**config.mk**
```make
export PLATFORM = sky130hd
export DESIGN_NAME = mult_seq_ctrl
export DESIGN_NICKNAME = d
export VERILOG_FILES = /design/src/rtl/mult_seq_ctrl.sv
export SDC_FILE = /design/constraint.sdc
export NUM_CORES = 1
export LEC_CHECK = 0
export ABC_AREA = 1
export BUFFER_PORTS_ARGS = -buffer_cell sky130_fd_sc_hd__buf_2
export CORE_ASPECT_RATIO = 0.75
export CORE_MARGIN = 3
export CORE_UTILIZATION = 40
export DETAILED_ROUTE_END_ITERATION = 12
export SLEW_MARGIN = 20
export SYNTH_ARGS = -nofsm -noshare
export SYNTH_HDL_FRONTEND = slang
export SYNTH_SLANG_ARGS = --single-unit
```
**constraint.sdc**
```tcl
create_clock -name clk -period 4.1 [get_ports clk]
set_input_delay 0.205 -clock clk [delete_from_list [all_inputs] [get_ports clk]]
set_output_delay 0.205 -clock clk [all_outputs]
set_load 0.01 [all_outputs]
```
**src/rtl/mult_seq_ctrl.sv**
```systemverilog
// mult_seq_ctrl
//   Multi-cycle sequencer for the EX-stage MULTU/MADDU unit and the HI/LO
//   register pair. A request runs an unsigned shift-add multiply, one
//   multiplier bit per cycle, then writes (MULTU) or accumulates (MADDU) the
//   2*WIDTH-bit product into HI:LO. While the sequencer is busy, a new
//   MULT/MADD/MFHI/MFLO in EX raises a stall so the pipeline holds it.
//
//   Optional feature: define MULT_EARLY_TERM_EN to end the MUL phase as soon
//   as the remaining multiplier bits are all zero. Without it, the MUL phase
//   always runs WIDTH iterations and no early-exit compare is built.
//
// Ports
//   clk        in   1      rising-edge clock
//   reset      in   1      synchronous, active-high
//   multu_req  in   1      MULTU in EX this cycle
//   maddu_req  in   1      MADDU in EX this cycle (wins if both requests set)
//   hilo_rd    in   1      MFHI/MFLO in EX this cycle
//   dataA      in   WIDTH  rs operand (multiplicand)
//   dataB      in   WIDTH  rt operand (multiplier)
//   busy       out  1      sequencer not IDLE
//   stall      out  1      hold IF/ID, ID/EX, PC; bubble into EX/MEM
//   done       out  1      one-cycle pulse: HI/LO just updated
//   hi         out  WIDTH  HI register
//   lo         out  WIDTH  LO register
module mult_seq_ctrl #(
  parameter int WIDTH = 32
) (
  input  logic             clk,
  input  logic             reset,
  input  logic             multu_req,
  input  logic             maddu_req,
  input  logic             hilo_rd,
  input  logic [WIDTH-1:0] dataA,
  input  logic [WIDTH-1:0] dataB,
  output logic             busy,
  output logic             stall,
  output logic             done,
  output logic [WIDTH-1:0] hi,
  output logic [WIDTH-1:0] lo
);

  localparam int PW = 2 * WIDTH;
  localparam int CW = $clog2(WIDTH + 1);

  typedef enum logic [1:0] {
    S_IDLE   = 2'd0,
    S_MUL    = 2'd1,
    S_COMMIT = 2'd2
  } state_e;

  state_e           state_q, state_d;
  logic [PW-1:0]    mcand_q, mcand_d;
  logic [WIDTH-1:0] mplier_q, mplier_d;
  logic [PW-1:0]    prod_q, prod_d;
  logic [CW-1:0]    cnt_q, cnt_d;
  logic             acc_q, acc_d;
  logic             done_q, done_d;
  logic [WIDTH-1:0] hi_q, hi_d;
  logic [WIDTH-1:0] lo_q, lo_d;
  logic             req;
  logic             last_iter;

  // HI:LO update at commit; the sum wraps modulo 2^(2*WIDTH).
  function automatic logic [PW-1:0] hilo_update(input logic          acc,
                                                input logic [PW-1:0] hilo,
                                                input logic [PW-1:0] prod);
    if (acc) return hilo + prod;
    else     return prod;
  endfunction

  assign req   = multu_req | maddu_req;
  assign busy  = (state_q != S_IDLE);
  assign stall = busy & (req | hilo_rd);
  assign done  = done_q;
  assign hi    = hi_q;
  assign lo    = lo_q;

  always_comb begin
    state_d   = state_q;
    mcand_d   = mcand_q;
    mplier_d  = mplier_q;
    prod_d    = prod_q;
    cnt_d     = cnt_q;
    acc_d     = acc_q;
    hi_d      = hi_q;
    lo_d      = lo_q;
    done_d    = 1'b0;
    last_iter = 1'b0;

    unique case (state_q)
      S_IDLE: begin
        if (req) begin
          mcand_d  = {{WIDTH{1'b0}}, dataA};
          mplier_d = dataB;
          prod_d   = '0;
          cnt_d    = '0;
          // Simultaneous MULTU+MADDU behaves as MADDU.
          acc_d    = maddu_req;
          state_d  = S_MUL;
        end
      end

      // Iteration boundary: one multiplier bit consumed per cycle.
      S_MUL: begin
        if (mplier_q[0]) prod_d = prod_q + mcand_q;
        mcand_d   = mcand_q << 1;
        mplier_d  = mplier_q >> 1;
        cnt_d     = cnt_q + CW'(1);
        last_iter = (cnt_q == CW'(WIDTH - 1));
`ifdef MULT_EARLY_TERM_EN
        // No set bits left means the remaining iterations would add nothing.
        if (mplier_d == '0) last_iter = 1'b1;
`endif
        if (last_iter) state_d = S_COMMIT;
      end

      // Commit boundary: HI/LO written, done pulses next cycle.
      S_COMMIT: begin
        {hi_d, lo_d} = hilo_update(acc_q, {hi_q, lo_q}, prod_q);
        done_d       = 1'b1;
        state_d      = S_IDLE;
      end

      default: state_d = S_IDLE;
    endcase
  end

  always_ff @(posedge clk) begin
    if (reset) begin
      state_q  <= S_IDLE;
      mcand_q  <= '0;
      mplier_q <= '0;
      prod_q   <= '0;
      cnt_q    <= '0;
      acc_q    <= 1'b0;
      done_q   <= 1'b0;
      hi_q     <= '0;
      lo_q     <= '0;
    end else begin
      state_q  <= state_d;
      mcand_q  <= mcand_d;
      mplier_q <= mplier_d;
      prod_q   <= prod_d;
      cnt_q    <= cnt_d;
      acc_q    <= acc_d;
      done_q   <= done_d;
      hi_q     <= hi_d;
      lo_q     <= lo_d;
    end
  end

endmodule

```
==> results of run 1 <==
worst reg2reg max path, delay by kind of cell (launching register included):
family	cells	cell delay, ps
buffers and inverters	4	1290
AND/OR/NAND/NOR	4	700
flip-flops	1	530
AO/OA/AOI/OAI	1	140
cell families (layout without fill, tap and decap cells):
kind of cell / Yosys count / count (layout)
compound gates: 545 / 545
buf+inv: 679 / 847
xor+xnor: 31 / 31
fa+ha+maj: 129 / 129
simple gates: 1945 / 1945
flops: 234 / 234
metrics by stage:
| stage | std cells | hold slack, ps | util (%) | setup WS [ps] |
|---|---|---|---|---|
| global placement | 4266 | 452 | 43.2 | 1420 |
| CTS | 4379 | 72.4 | 46.4 | 1380 |
| floorplan | 3563 | 344 | - | 2050 |
| detailed placement | 4266 | 461 | 43.2 | 1410 |
| finish | 4379 | 87.9 | 46.4 | 1380 |
| global route | 4379 | 107 | 46.4 | 1180 |
Yosys cell counts, drive strengths merged, types with 25 or more instances:
cell type and n:
buf 30, a21oi 274, inv 584, o22ai 28, nand2 1335, nor2 358
nand3 171, clkbuf 62, xor2 26, a31oi 62, o21ai 157, ha 127
dfxtp 234, nor3 25
state kept, by name (all words and copies together), names as in the netlist:
signal,flops
cnt_q,6
mcand_q,64
acc_q,1
prod_q,64
done,1
hi,32
lo,32
mplier_q,32
state_q,2
worst max-delay path by stage:
stage	end	slack, ps	from	cells past startpoint
floorplan	prod_q[62]$_SDFFE_PP0P_	2050	prod_q[0]$_SDFFE_PP0P_	17
global placement	prod_q[1]$_SDFFE_PP0P_	1420	state_q[1]$_SDFFE_PP0P_	9
detailed placement	prod_q[1]$_SDFFE_PP0P_	1410	state_q[1]$_SDFFE_PP0P_	9
CTS	prod_q[1]$_SDFFE_PP0P_	1380	state_q[1]$_SDFFE_PP0P_	9
global route	prod_q[1]$_SDFFE_PP0P_	1180	state_q[1]$_SDFFE_PP0P_	9
finish	prod_q[1]$_SDFFE_PP0P_	1380	state_q[1]$_SDFFE_PP0P_	9
final cells by class:
| cell class | instances | area (sq um) | share of cell area (%) |
|---|---|---|---|
| Sequential cell | 234 | 4690 | 20.5 |
| Clock buffer | 33 | 717 | 3.14 |
| Multi-Input combinational cell | 2650 | 12800 | 56.0 |
| Tap cell | 648 | 811 | 3.55 |
| Inverter | 585 | 2200 | 9.63 |
| Timing Repair Buffer | 214 | 1450 | 6.33 |
| Clock inverter | 15 | 190 | 0.833 |
what timing repair did:
item / CTS / global route
hold buffers: 65 / 0
hold endpoints to repair: 65 / 0
setup buffers: 0 / 0
per-layer routing:
layer | GRT usage [%] | routed length, um
met1 | 40.5 | 35800
met2 | 38.9 | 28800
met5 | 0 | 0
met4 | 4.49 | 1240
met3 | 6.03 | 7210
power by group through the flow:
stage | logic, W | clock network, W | registers, W
3_3_place_gp | 0.000804 | 0 | 0.00256
6_report | 0.000861 | 0.00255 | 0.00251
5_1_grt | 0.000970 | 0.00269 | 0.00252
4_1_cts | 0.000854 | 0.00261 | 0.00251
2_1_floorplan | 0.000618 | 0 | 0.00249
3_5_place_dp | 0.000804 | 0 | 0.00256
layout by cell type (no fill, tap or decap), types with 4 or more instances in the layout:
master and n:
a21oi_1 271, a31oi_1 62, buf_2 134, buf_4 14, clkbuf_16 26, clkbuf_8 4, clkinvlp_4 4, dfxtp_1 233
dlygate4sd3_1 65, ha_1 127, inv_1 578, inv_2 5, nand2_1 1306, nand2_2 28, nand3_1 164, nand3_2 7
nand3b_1 15, nand4_1 15, nor2_1 336, nor2_2 16, nor3_1 21, nor3_2 4, o211ai_1 5, o21ai_0 151
o21ai_1 5, o21bai_1 12, o22ai_1 28, or2_2 17, xnor2_1 5, xor2_1 26
==> run summary, run 1 <==
run status -> finished, final reports clean
Critical-path top delay cell -> buf_4
placed cell area -> 21300 sq um
area fraction in compound gates after synthesis -> 14.5%
routed wirelength normalized by instance count -> 16.7 um
number of fill cells -> 5437
initial antenna violation count -> 0
area share of the largest cell type after synthesis -> 24.4%
total core area -> 49200 sq um
top cells by area in the synthesized netlist -> nand2_1 (24%), dfxtp_1 (23%), inv_1 (11%)
sequential power share -> 42.4%
setup TNS -> 0 ps
fraction of layout cells with a size suffix above 1 -> 7.72%
number of cells upsized or downsized after cts -> 0
internal power -> 0.00413 W
Final Max Tran Viols -> 0
multiplexer area fraction after synthesis -> 0%
CP Capture Type -> flip-flop
Antenna Nets Post-Route -> 0
switching share of total power -> 30.3%
worst r2r path cells -> 9
setup slack on the worst flop-to-flop path -> 1380 ps
number of buffers inserted during clock tree synthesis -> 26
Ys Warns -> 0
cell family with most CP delay -> buffers and inverters
floorplan die height -> 200 um
CTS root buffer -> clkbuf_16
antenna cells -> 0
clk sink count -> 234
slew of the pin with the lowest slew margin -> 932 ps
I/O pin count -> 136
area fraction in and, or, nand and nor cells after synthesis -> 39.6%
via count of the first global-routing pass -> 19895
number of flops mapped to enable cells by yosys -> 0
most used cell, CP -> inv_1
WL final -> 73.0 mm
unrepaired setup endpoints after global routing -> no
GPL Wtd Cong -> 0.980
Worst Hold End -> prod_q[1]$_SDFFE_PP0P_
overall overflow remaining after global route -> 0
Overall Global Routing Usage -> 26.8%
Clock Power Share -> 43.0%
max-cap violation count -> 0
top_reg_cell synth -> dfxtp_1
Lkg Pwr -> 11.7 nW
Crit Path Class -> reg2reg
total power after layout -> 0.00592 W
fmax -> 368 MHz
dominant cell type by area after synthesis -> nand2_1
number of endpoints with negative hold slack in the final report -> 0
Critical Path RT -> 4620 ps
RR Startpoint -> state_q[1]$_SDFFE_PP0P_
maximum number of pins on one net before global-route repair -> 89
CP Cell Sequence -> nor2_8 -> nand2_2 -> clkinv_2 -> nor2_4 -> buf_4 -> inv_1 -> o22ai_1 -> inv_1 -> nor2_1
number of levels in the clock H-tree -> 1
Max rail drop VDD -> 0.312 mV
insertion delay to the later sink of the worst-skew pair -> 590 ps
area share of fa/ha/maj cells after synthesis -> 8.10%
worst clock skew on the final layout -> 19.9 ps
Area growth syn-to-layout -> 13.6%
number of failing setup endpoints in the final timing report -> 0
shortest clock period the worst path allows after layout -> 2720 ps
global-route wire length before repair -> 113 mm
largest driver fanout on the critical path -> 63
clock tree from TritonCTS -> yes
Non-Filler Cell Area, Final -> 22800 sq um
clock transition at the register clock pins on the worst setup and hold paths after CTS -> 70 ps
WHS Path Cells -> 2
Die Width -> 265 um
sequential share of the synthesized area -> 23.3%
half-perimeter wire length after detailed placement -> 57.8 mm
number of library cell types mapped by synthesis -> 49
part of the power in combinational logic -> 14.5%
share of the clock period used by the worst path -> 66.3%
vias per cell -> 5.08
startpoint type of the worst setup path -> flip-flop
combinational family with the most area after synthesis -> simple AND/OR/NAND/NOR gates
Worst Min Path Start -> reset
Synth async-reset ratio -> 0%
power per cell area -> 259 nW/um^2
maximum clock path buffer count -> 3
CP max stage delay -> 620 ps
Sw Pwr -> 0.00180 W
Critical Path AT -> 3230 ps
row count -> 70
initial core utilization -> 40.9%
worst relative slew slack -> 37.8%
average cell area after synthesis -> 5.64 sq um
Post-layout nets -> 3909
post-synthesis xor/xnor area fraction -> 1.35%
#FFs+latches synth -> 234
number of nets produced by synthesis -> 3761
Die Outline Area -> 53000 sq um
Synth Cell Area -> 20100 sq um
number of port buffers -> 135
number of detailed-routing iterations run before antenna repair -> 5
number of DRC markers after the initial detailed-route iteration -> 1911
Cells after Synth -> 3563
number of vias after detailed routing -> 22230
endpoint of the most critical register-to-register path -> prod_q[1]$_SDFFE_PP0P_
Post-route DRC -> 0
Bufs and invs on worst path -> 4
type of the most critical hold path -> in2reg
No activity file was read; power rests on OpenSTA's default activity.
==> inputs of run 2 (changes only) <==
clock period = 2.7 ns   (was 4.1 ns; I/O delays follow)
==> run summary, run 2 (synthesized netlist as in run 1, its figures left out) <==
shortest clock period the worst path allows after layout -> 2520 ps (was 2720 ps)
I/O pin count -> 136 (unchanged)
fraction of layout cells with a size suffix above 1 -> 8.54% (was 7.72%)
share of the clock period used by the worst path -> 93.4% (was 66.3%)
Die Width -> 265 um (unchanged)
global-route wire length before repair -> 118 mm (was 113 mm)
GPL Wtd Cong -> 0.994 (was 0.980)
maximum number of pins on one net before global-route repair -> 128 (was 89)
Critical-path top delay cell -> dfxtp_1 (was buf_4)
power per cell area -> 408 nW/um^2 (was 259 nW/um^2)
DP Cell Count -> 4292 (was 4266)
Lkg Pwr -> 11.9 nW (was 11.7 nW)
initial core utilization -> 40.9% (unchanged)
half-perimeter wire length after detailed placement -> 60.0 mm (was 57.8 mm)
Post-route DRC -> 0 (unchanged)
number of port buffers -> 135 (unchanged)
worst relative slew slack -> 31.3% (was 37.8%)
number of endpoints with negative hold slack in the final report -> 0 (unchanged)
setup TNS -> 0 ps (unchanged)
number of DRC markers after the initial detailed-route iteration -> 2148 (was 1911)
number of levels in the clock H-tree -> 1 (unchanged)
Overall Global Routing Usage -> 27.9% (was 26.8%)
Critical Path AT -> 2960 ps (was 3230 ps)
number of buffers inserted during clock tree synthesis -> 27 (was 26)
CP Cell Sequence -> ha_1 -> nand2_1 -> nor2_1 -> nand2_1 -> nor2_1 -> nand2_1 -> nand3_1 -> nand2_1 -> nand2_1 -> nor2_1 -> o21ai_0 -> a21oi_1 (was nor2_8 -> nand2_2 -> clkinv_2 -> nor2_4 -> buf_4 -> inv_1 -> o22ai_1 -> inv_1 -> nor2_1)
floorplan die height -> 200 um (unchanged)
antenna cells -> 0 (unchanged)
most used cell, CP -> nand2_1 (was inv_1)
max-cap violation count -> 0 (unchanged)
run status -> finished, final reports clean (unchanged)
slew of the pin with the lowest slew margin -> 1020 ps (was 932 ps)
CP max stage delay -> 460 ps (was 620 ps)
CTS root buffer -> clkbuf_16 (unchanged)
via count of the first global-routing pass -> 20527 (was 19895)
Bufs and invs on worst path -> 0 (was 4)
initial antenna violation count -> 0 (unchanged)
CP Capture Type -> flip-flop (unchanged)
commonest cells after routing, fill and taps aside -> nand2_1 (1304), inv_1 (578), nor2_1 (336) (was nand2_1 (1306), inv_1 (578), nor2_1 (336))
largest driver fanout on the critical path -> 4 (was 63)
number of vias after detailed routing -> 22588 (was 22230)
worst clock skew on the final layout -> 11.9 ps (was 19.9 ps)
number of detailed-routing iterations run before antenna repair -> 7 (was 5)
maximum clock path buffer count -> 3 (unchanged)
clk sink count -> 234 (unchanged)
WL final -> 75.5 mm (was 73.0 mm)
Final Max Tran Viols -> 0 (unchanged)
overall overflow remaining after global route -> 0 (unchanged)
largest registers -> mcand_q x64, prod_q x64 (unchanged)
Die Outline Area -> 53000 sq um (unchanged)
Antenna Nets Post-Route -> 0 (unchanged)
number of failing setup endpoints in the final timing report -> 0 (unchanged)
unrepaired setup endpoints after global routing -> no (unchanged)
type of the most critical hold path -> in2reg (unchanged)
clock tree from TritonCTS -> yes (unchanged)
number of fill cells -> 5420 (was 5437)
routed wirelength normalized by instance count -> 17.1 um (was 16.7 um)
final instance count without filler cells -> 4406 (was 4379)
most common cell after layout, fill and taps aside -> nand2_1 (unchanged)
vias per cell -> 5.13 (was 5.08)
row count -> 70 (unchanged)
Crit Path Class -> reg2reg (unchanged)
total core area -> 49200 sq um (unchanged)
Post-layout nets -> 3936 (was 3909)
Max rail drop VDD -> 0.538 mV (was 0.312 mV)
cell family with most CP delay -> simple AND/OR/NAND/NOR gates (was buffers and inverters)
Area growth syn-to-layout -> 15.3% (was 13.6%)
insertion delay to the later sink of the worst-skew pair -> 590 ps (about the same)
Critical Path RT -> 3140 ps (was 4620 ps)
startpoint type of the worst setup path -> flip-flop (unchanged)
clock transition at the register clock pins on the worst setup and hold paths after CTS -> 60 ps (was 70 ps)
fmax -> 396 MHz (was 368 MHz)
==> run 2: changes by cell type in the layout (fill, tap and decap cells not counted), sizes merged <==
cell      previous run  this run
buf                149       175
bufinv               3         7
clkbuf              33        32
clkinv               7         6
clkinvlp             4         3
==> run 2: through the flow <==
| stage | hold slack [ps] | total power (W) | worst slack (ps) | util (%) | instance area, sq um |
|---|---|---|---|---|---|
| floorplan | 274 | 0.00472 | 655 | - | 20100 |
| global placement | 408 | 0.00516 | 194 | 43.7 | 21500 |
| detailed placement | 408 | 0.00515 | 199 | 43.7 | 21500 |
| CTS | 7.24 | 0.00951 | 182 | 47.1 | 23200 |
| global route | 48.1 | 0.00981 | 5.59 | 47.1 | 23200 |
| finish | 40.1 | 0.00946 | 177 | 47.1 | 23200 |
==> run 2: repair_timing <==
item,CTS,global route
hold buffers,65,0
hold endpoints to repair,65,0
setup buffers,0,0
setup endpoints to repair,0,5
gates resized for setup,0,6
==> run 2: routing by layer <==
metal	wire (um)	track usage, %
met4	1360	4.92
met3	6550	4.46
met5	0	0
met2	29700	40.5
met1	37900	43.3
==> run 2: worst reg2reg max path, delay by kind of cell (launching register included) <==
family / cells / cell delay (ps)
and+or+nand+nor: 9 / 1240
DFF: 1 / 460
adders and majority gates: 1 / 460
AOI/OAI and AO/OA: 2 / 230
==> run 2: final cells by class <==
cell class / instances / area, sq um / area share, %
multi-input combinational: 2650 / 12800 / 55.2
sequential: 234 / 4690 / 20.2
inverter: 585 / 2200 / 9.49
timing repair buffer: 240 / 1680 / 7.24
tap: 648 / 811 / 3.50
clock buffer: 32 / 714 / 3.08
clock inverter: 17 / 294 / 1.27
==> run 2: worst paths after layout <==
| path | from | endpoint | slack [ps] | cells after the start |
|---|---|---|---|---|
| setup reg to reg | prod_q[19]$_SDFFE_PP0P_ | hi[7]$_SDFFE_PP0P_ | 180 | 12 |
| hold reg to reg | mplier_q[31]$_SDFFE_PP0P_ | mplier_q[31]$_SDFFE_PP0P_ | 470 | 2 |
| hold / removal | reset | mcand_q[2]$_SDFFE_PP0P_ | 40 | 4 |
| setup / recovery | prod_q[19]$_SDFFE_PP0P_ | hi[7]$_SDFFE_PP0P_ | 180 | 12 |
==> run 2: power breakdown <==
group | internal (W) | switching (W) | total [W] | leakage (nW)
logic | 0.000484 | 0.000890 | 0.00137 | 9.52
clock network | 0.00258 | 0.00169 | 0.00427 | 0.484
registers | 0.00363 | 0.000185 | 0.00381 | 1.90
